**src/rtl/instr_prefetch_queue.sv**
```systemverilog
// Halfword instruction prefetch queue fed by a two-bank (even/odd) ROM, one word per request.
// Optional build macro PREFETCH_STALL_CNT_EN adds a 32-bit counter of cycles with nothing to issue.
module instr_prefetch_queue #(
  parameter int ADDR_W = 14,
  parameter int DEPTH  = 8
) (
  input  logic              clk,
  input  logic              rst,
  input  logic              redirect_valid,
  input  logic [ADDR_W-1:0] redirect_addr,
  output logic              rom_req,
  output logic [ADDR_W-2:0] rom_addr,
  input  logic [31:0]       rom_data,
  output logic [15:0]       ir_0,
  output logic [15:0]       ir_1,
  output logic [1:0]        ir_cnt,
  output logic [ADDR_W-1:0] ir_0_addr,
  input  logic [1:0]        deq_cnt
`ifdef PREFETCH_STALL_CNT_EN
  ,
  output logic [31:0]       stall_cnt
`endif
);

  localparam int PW = $clog2(DEPTH);
  localparam int CW = PW + 1;

  logic [15:0]       mem_q [DEPTH];
  logic [15:0]       mem_d [DEPTH];
  logic [PW-1:0]     rd_q, rd_d, wr_q, wr_d;
  logic [CW-1:0]     count_q, count_d;
  logic [ADDR_W-2:0] fetch_q, fetch_d;
  logic [ADDR_W-1:0] ir0_addr_q, ir0_addr_d;
  logic              drop_even_q, drop_even_d;
  logic              inflight_q, inflight_d;
  logic [CW:0]       need;
  logic [1:0]        deq_eff;
  logic [1:0]        push_n;

  // Reserve room for the response already in flight plus the one about to be requested.
  always_comb begin
    need    = {1'b0, count_q} + (inflight_q ? (CW+1)'(2) : (CW+1)'(0)) + (CW+1)'(2);
    rom_req = !rst && !redirect_valid && (need <= (CW+1)'(DEPTH));
  end

  always_comb begin
    if (rst)                     ir_cnt = 2'd0;
    else if (count_q >= CW'(2))  ir_cnt = 2'd2;
    else                         ir_cnt = count_q[1:0];
    ir_0      = (ir_cnt != 2'd0) ? mem_q[rd_q] : 16'h0;
    ir_1      = (ir_cnt == 2'd2) ? mem_q[rd_q + PW'(1)] : 16'h0;
    ir_0_addr = ir0_addr_q;
    rom_addr  = fetch_q;
    deq_eff   = (deq_cnt > ir_cnt) ? ir_cnt : deq_cnt;
  end

  always_comb begin
    mem_d       = mem_q;
    rd_d        = rd_q;
    wr_d        = wr_q;
    count_d     = count_q;
    fetch_d     = fetch_q;
    ir0_addr_d  = ir0_addr_q;
    drop_even_d = drop_even_q;
    inflight_d  = rom_req;
    push_n      = 2'd0;
    if (redirect_valid) begin
      rd_d        = '0;
      wr_d        = '0;
      count_d     = '0;
      fetch_d     = redirect_addr[ADDR_W-1:1];
      ir0_addr_d  = redirect_addr;
      drop_even_d = redirect_addr[0];
      inflight_d  = 1'b0;
    end else begin
      if (rom_req) fetch_d = fetch_q + 1'b1;
      if (inflight_q) begin
        if (drop_even_q) begin
          mem_d[wr_q] = rom_data[31:16];
          push_n      = 2'd1;
          drop_even_d = 1'b0;
        end else begin
          mem_d[wr_q]           = rom_data[15:0];
          mem_d[wr_q + PW'(1)]  = rom_data[31:16];
          push_n                = 2'd2;
        end
      end
      wr_d       = wr_q + PW'(push_n);
      rd_d       = rd_q + PW'(deq_eff);
      ir0_addr_d = ir0_addr_q + ADDR_W'(deq_eff);
      count_d    = count_q + CW'(push_n) - CW'(deq_eff);
    end
  end

  always_ff @(posedge clk) begin
    mem_q <= mem_d;
    if (rst) begin
      rd_q        <= '0;
      wr_q        <= '0;
      count_q     <= '0;
      fetch_q     <= '0;
      ir0_addr_q  <= '0;
      drop_even_q <= 1'b0;
      inflight_q  <= 1'b0;
    end else begin
      rd_q        <= rd_d;
      wr_q        <= wr_d;
      count_q     <= count_d;
      fetch_q     <= fetch_d;
      ir0_addr_q  <= ir0_addr_d;
      drop_even_q <= drop_even_d;
      inflight_q  <= inflight_d;
    end
  end

`ifdef PREFETCH_STALL_CNT_EN
  logic [31:0] stall_cnt_q, stall_cnt_d;

  always_comb begin
    stall_cnt_d = stall_cnt_q;
    if (ir_cnt == 2'd0 && !redirect_valid) stall_cnt_d = stall_cnt_q + 32'd1;
  end

  always_ff @(posedge clk) begin
    if (rst) stall_cnt_q <= '0;
    else     stall_cnt_q <= stall_cnt_d;
  end

  assign stall_cnt = stall_cnt_q;
`endif

endmodule

```
**config.mk**
```make
export PLATFORM = sky130hd
export DESIGN_NAME = instr_prefetch_queue
export DESIGN_NICKNAME = d
export VERILOG_FILES = /design/src/rtl/instr_prefetch_queue.sv
export SDC_FILE = /design/constraint.sdc
export NUM_CORES = 1
export LEC_CHECK = 0
export BUFFER_PORTS_ARGS = -buffer_cell sky130_fd_sc_hd__buf_2
export CORE_UTILIZATION = 58
export DETAILED_ROUTE_END_ITERATION = 10
export PLACE_DENSITY = 0.79
export SLEW_MARGIN = 20
export SYNTH_ARGS = -nofsm -noshare
export SYNTH_HDL_FRONTEND = slang
export SYNTH_SLANG_ARGS = --single-unit
```
**constraint.sdc**
```tcl
create_clock -name clk -period 4.08 [get_ports clk]
set_input_delay 0.612 -clock clk [delete_from_list [all_inputs] [get_ports clk]]
set_output_delay 0.612 -clock clk [all_outputs]
set_load 0.01 [all_outputs]
```
==> flow_summary.ini, run 1 <==
[global_routing]
grt_pass1_wl_mm = 43.9
grt_overflow_total = 0
grt_max_degree = 36
antenna_found_initial = 1
grt_pass1_vias = 7787
grt_use_total_pct = 33.9

[detailed_routing]
avgViaCountPerCell = 6.73
drt_iter0_markers = 924
firstDrtPassIters = 8
wl_mm = 28.5
wl_per_cell_um = 24.6
remaining_drc_errors = 0
vias = 7781
antenna_left = 0

[logic_synthesis]
ys_types = 58
syn_area_per_cell_um2 = 11.8
synth_common_cells = 128 x edfxtp_1, 111 x nand2_1, 70 x o21ai_0
synth_top_area_share_pct = 39.2
yosys_warnings = 0
synth_top_flop_cell = edfxtp_1
async_reset_ff_share_pct = 0
ys_seq_elements = 167
netlist_area_mm2 = 0.00981
ys_seq_area_share_pct = 47.1
synth_edf_count = 128
syn_inst = 832
synth.largest_area_cell = edfxtp_1
synth_nets = 907
synth_most_common_cell = edfxtp_1
ys_top_cells_by_area = edfxtp_1 39%, mux4_2 15%, dfxtp_1 8.0%

[cts]
hold_buffers = 0
cts_sinks = 167
clk_pin_slew_ps = 60
cts_buffers = 17
cts_tree = yes
cts-root-buf = clkbuf_16
insertion_delay_ps = 430
ctsLongestPathBuffers = 2
post_cts_buffers = 0
htreeDepth = 4
ctsResizeCount = 0

[placed_design]
dpl_cell_area_mm2 = 0.0106
port_buffers = 112
globalplace.congestion = 0.885
placed_cells_incl_taps = 1124
dp_slack_ps = 643
hpwl_mm = 18.1

[worst_setup_path]
crit_family = XOR/XNOR gates
arrival_ps = 3090
worstPathMaxFanout = 13
cpPeakStageDelay_ps = 880
slowest_stage = xor2_1
path_class = reg -> out
reg2reg_depth = 14
path_buf_inv = 2
setup.worst_path.end_class = primary output
crit_required_ps = 3470
path_cells = ha_1 -> xor2_1 -> buf_4 -> nand2_1 -> a21oi_1 -> buf_2
cp_num_cells = 6
crit_path_start_kind = register

[finish]
final_core_util_pct = 67.3
layout.nets = 998
finalInstanceArea_mm2 = 0.0111
layout-drive-gt1-share_pct = 27.8
final.fill_count = 1202
stdcell_count = 1157
area_growth_syn_to_layout_pct = 13.3

[sta]
rsz0062_at_grt = no
fmax_mhz = 270
whs_ps = 440
min_period_over_period_pct = 90.8
timing.final.ws_setup_ps = 377
setup_violations = 0
slew_violations = 0
skew_ps = 5.57
tightest_slew_ps = 1130
slew_headroom_pct = 24.7
finalSetupTns_ps = 0
final_hold_viol_count = 0
fin_crit_ps = 3700

[floorplanning]
start_util_pct = 59.4
ios = 113
die_w_um = 132
die-area_mm2 = 0.0174
core-area_mm2 = 0.0165
die_y_um = 132
rows = 47

[power]
p_per_area_mw_per_mm2 = 453
total_power_mw = 5.04
ir_worst_vdd_uv = 320
p_leak_nw = 3.85

[outcome]
outcome = completed

[hold_path]
holdCritPathClass = in -> reg
hold-path-cell-count = 2

[run]
max-cap-violations = 0
## layout make-up
type	count	area (um^2)	share of cell area [%]
Inverter	29	109	0.979
Tap cell	220	275	2.48
Antenna cell	1	2.50	0.0225
Clock inverter	14	134	1.20
Timing Repair Buffer	143	793	7.14
Sequential cell	167	4630	41.6
Clock buffer	18	429	3.86
Multi-Input combinational cell	565	4740	42.7
## cells by family (layout without fill, tap and decap cells)
| logic type | after synthesis | in the layout | share of synthesized area (%) |
|---|---|---|---|
| XOR/XNOR | 21 | 21 | 2.03 |
| multiplexers | 97 | 97 | 18.1 |
| AO/OA/AOI/OAI | 214 | 214 | 14.6 |
| other | 0 | 1 | 0 |
| adder cells (fa/ha/maj) | 24 | 24 | 3.44 |
| flip-flops | 167 | 167 | 47.1 |
| AND/OR/NAND/NOR | 209 | 209 | 9.94 |
| buffers and inverters | 100 | 204 | 4.78 |
## worst paths after layout
check                                   from  slack, ps             to
worst min-delay path                     rst        440   ir_0_addr[1]
worst min register to register  rom_addr[11]        520   rom_addr[11]
worst max register to register    count_q[2]        790  ir_0_addr[10]
worst max-delay path                 rd_q[1]        380        ir_1[7]
## flip-flops by register name, indices dropped and copies added (netlist names)
register     cells
ir_0_addr       14
rom_addr        13
drop_even_q      1
wr_q             3
rd_q             3
count_q          4
inflight_q       1
mem_q          128
## worst register-to-register path, cell delays in order (launching register included)
cell      delay [ps]
dfxtp_1          330
inv_1             60
ha_1             210
and4bb_2         250
ha_1             320
and3_1           170
a221oi_1          50
o21ai_0           80
a21boi_0         400
ha_1             280
fa_1             260
nand4_1          230
nor3_1           290
xnor2_1          150
a21oi_1           80
## cell usage in the layout (no fill, tap or decap), types with 4 or more instances in the layout
master / instances
nor4_1: 5
o2bb2ai_1: 64
edfxtp_1: 128
a21oi_1: 26
fa_1: 5
nand4_1: 4
buf_4: 31
a31oi_1: 4
dfxtp_1: 37
xor2_1: 6
ha_1: 19
o21ai_0: 70
xnor2_1: 13
clkbuf_16: 17
o31a_1: 8
mux2i_1: 33
mux4_2: 64
o21a_1: 10
a21oi_2: 9
nor2_1: 34
buf_2: 112
or3_1: 5
nor3_1: 7
nand3_1: 17
a21boi_0: 11
clkinv_1: 5
nand2_1: 111
inv_1: 28
## layer usage
layer,share of wire (%),routed length (um),track usage [%]
met1,36,10300,43.1
met2,47,13500,54.2
met3,12,3540,8.23
met4,4.1,1160,17.5
met5,0,0,0
## power by group
| group | switching (mW) | internal [mW] |
|---|---|---|
| sequential | 0.0756 | 1.90 |
| clock | 0.677 | 0.893 |
| combinational | 0.851 | 0.648 |
Power figures use the tool's default switching activity.
==> inputs of run 2 (changes only) <==
Settings changed: CAP_MARGIN set to 25, CORE_UTILIZATION 58 to 54, PLACE_DENSITY 0.79 to 0.78.
Clock period 4.08 ns to 3.2 ns, I/O delays scaled along.
==> run 2 against run 1 <==
Against the previous run:
- sequential share of layout area is 1.0 points lower
- utilization fell by 2.3 points
- clock skew rose by 1.5 ps
- worst setup slack got worse by 240 ps
- routed wire length grew 2.5%
- flip-flop and latch count unchanged
- critical path depth grew 9
- non-clock buffer count increased by 17
==> flow_summary.ini, run 2 (synthesis gave the netlist of run 1 again) <==
[run]
max-cap-violations = 0

[global_routing]
antenna_found_initial = 1
grt_pass1_wl_mm = 43.2
grt_use_total_pct = 32.2
grt_pass1_vias = 7682
grt_max_degree = 36
grt_overflow_total = 0

[sta]
slew_violations = 0
fmax_mhz = 326
slew_headroom_pct = 37.1
tightest_slew_ps = 943
rsz0062_at_grt = yes
final_hold_viol_count = 0
setup_violations = 0
skew_ps = 7.09
fin_crit_ps = 3060
min_period_over_period_pct = 95.7

[placed_design]
hpwl_mm = 19.0
globalplace.congestion = 0.863
placed_cells_incl_taps = 1146
port_buffers = 112

[worst_setup_path]
r2r-start = count_q[3]
crit_required_ps = 3510
setup.worst_path.end_class = register
path_class = reg -> reg
arrival_ps = 3370
crit_start = count_q[3]
crit_path_start_kind = register
worstPathMaxFanout = 3

[finish]
seq_area_mm2 = 0.00463
final.fill_count = 1309
multi_input_area_mm2 = 0.00479
stdcell_count = 1179
mostFrequentLayoutCells = 128 x edfxtp_1, 112 x buf_2, 111 x nand2_1
area_growth_syn_to_layout_pct = 16.2
largest_register_ffs = 128
final_core_util_pct = 65.0
regMostFlops = mem_q
layout_commonest_cell = edfxtp_1
layout.nets = 1015
layout-drive-gt1-share_pct = 29.9

[cts]
cts-root-buf = clkbuf_16
cts_buffers = 17
post_cts_buffers = 0
cts_tree = yes
ctsLongestPathBuffers = 2
insertion_delay_ps = 430
cts_sinks = 167
clk_pin_slew_ps = 60
htreeDepth = 4
hold_buffers = 0

[floorplanning]
ios = 113
core-area_mm2 = 0.0175
die_w_um = 137
die-area_mm2 = 0.0187
rows = 48
die_y_um = 137
start_util_pct = 55.9

[outcome]
outcome = completed

[power]
p_per_area_mw_per_mm2 = 596
p_leak_nw = 3.99
ir_worst_vdd_uv = 473
total_power_mw = 6.79

[detailed_routing]
antenna_left = 0
avgViaCountPerCell = 6.64
drt_iter0_markers = 844
firstDrtPassIters = 5
vias = 7833
remaining_drc_errors = 0
wl_per_cell_um = 24.8
wl_mm = 29.2

[hold_path]
hold_start = redirect_addr[1]
holdCritPathClass = in -> reg
-- run 2: per-layer routing --
metal | vias up | wire length (um) | share of wire, % | track usage (%)
met4 | 0 | 1270 | 4.3 | 17.3
met1 | 3761 | 10600 | 36 | 39.5
met3 | 104 | 3400 | 12 | 7.89
li1 | 3396 | - | - | -
met5 | - | 0 | 0 | 0
met2 | 572 | 14000 | 48 | 52.7
-- run 2: critical path: stages (launching register included) --
cell and delay [ps]:
dfxtp_1 340, inv_1 70, ha_1 200, and4bb_2 260, ha_4 250, and3_1 180
a221oi_2 170, o21ai_1 110, a21boi_2 190, ha_1 290, inv_1 60, ha_1 170
inv_1 60, fa_1 380, xor2_1 160, nor2_1 50
-- run 2: cell type report --
cell class	instances	area share, %
multi-input combinational	565	42.0
sequential	167	40.6
timing repair buffer	160	8.11
clock buffer	19	3.80
tap	225	2.47
clock inverter	13	2.00
inverter	29	0.955
antenna	1	0.0220
-- run 2: path summary, 6_finish.rpt --
check | end | slack (ps) | cells past startpoint
max | count_q[2] | 140 | 15
min | ir_0_addr[1] | 360 | 3
max reg2reg | count_q[2] | 140 | 15
min reg2reg | rom_addr[11] | 550 | 2
-- run 2: what timing repair did --
item,4_1_cts,5_1_grt
setup endpoints to repair,4,8
hold endpoints to repair,0,0
gates resized for setup,1,9
-- run 2: where the power goes --
part	switching, mW	leakage, nW	internal [mW]
Sequential	0.0834	1.51	2.42
Combinational	1.10	2.17	0.864
Clock	0.862	0.320	1.46
Total	2.05	3.99	4.74
-- run 2: through the flow --
stage	cell area (um^2)	worst slack, ps	setup TNS [ps]	hold slack (ps)
floorplan	9810	11.8	0	529
global placement	10700	32.0	0	514
detailed placement	10700	-44.0	-86.3	527
CTS	11300	33.5	0	355
global route	11400	-21.8	-27.3	372
finish	11400	136	0	357
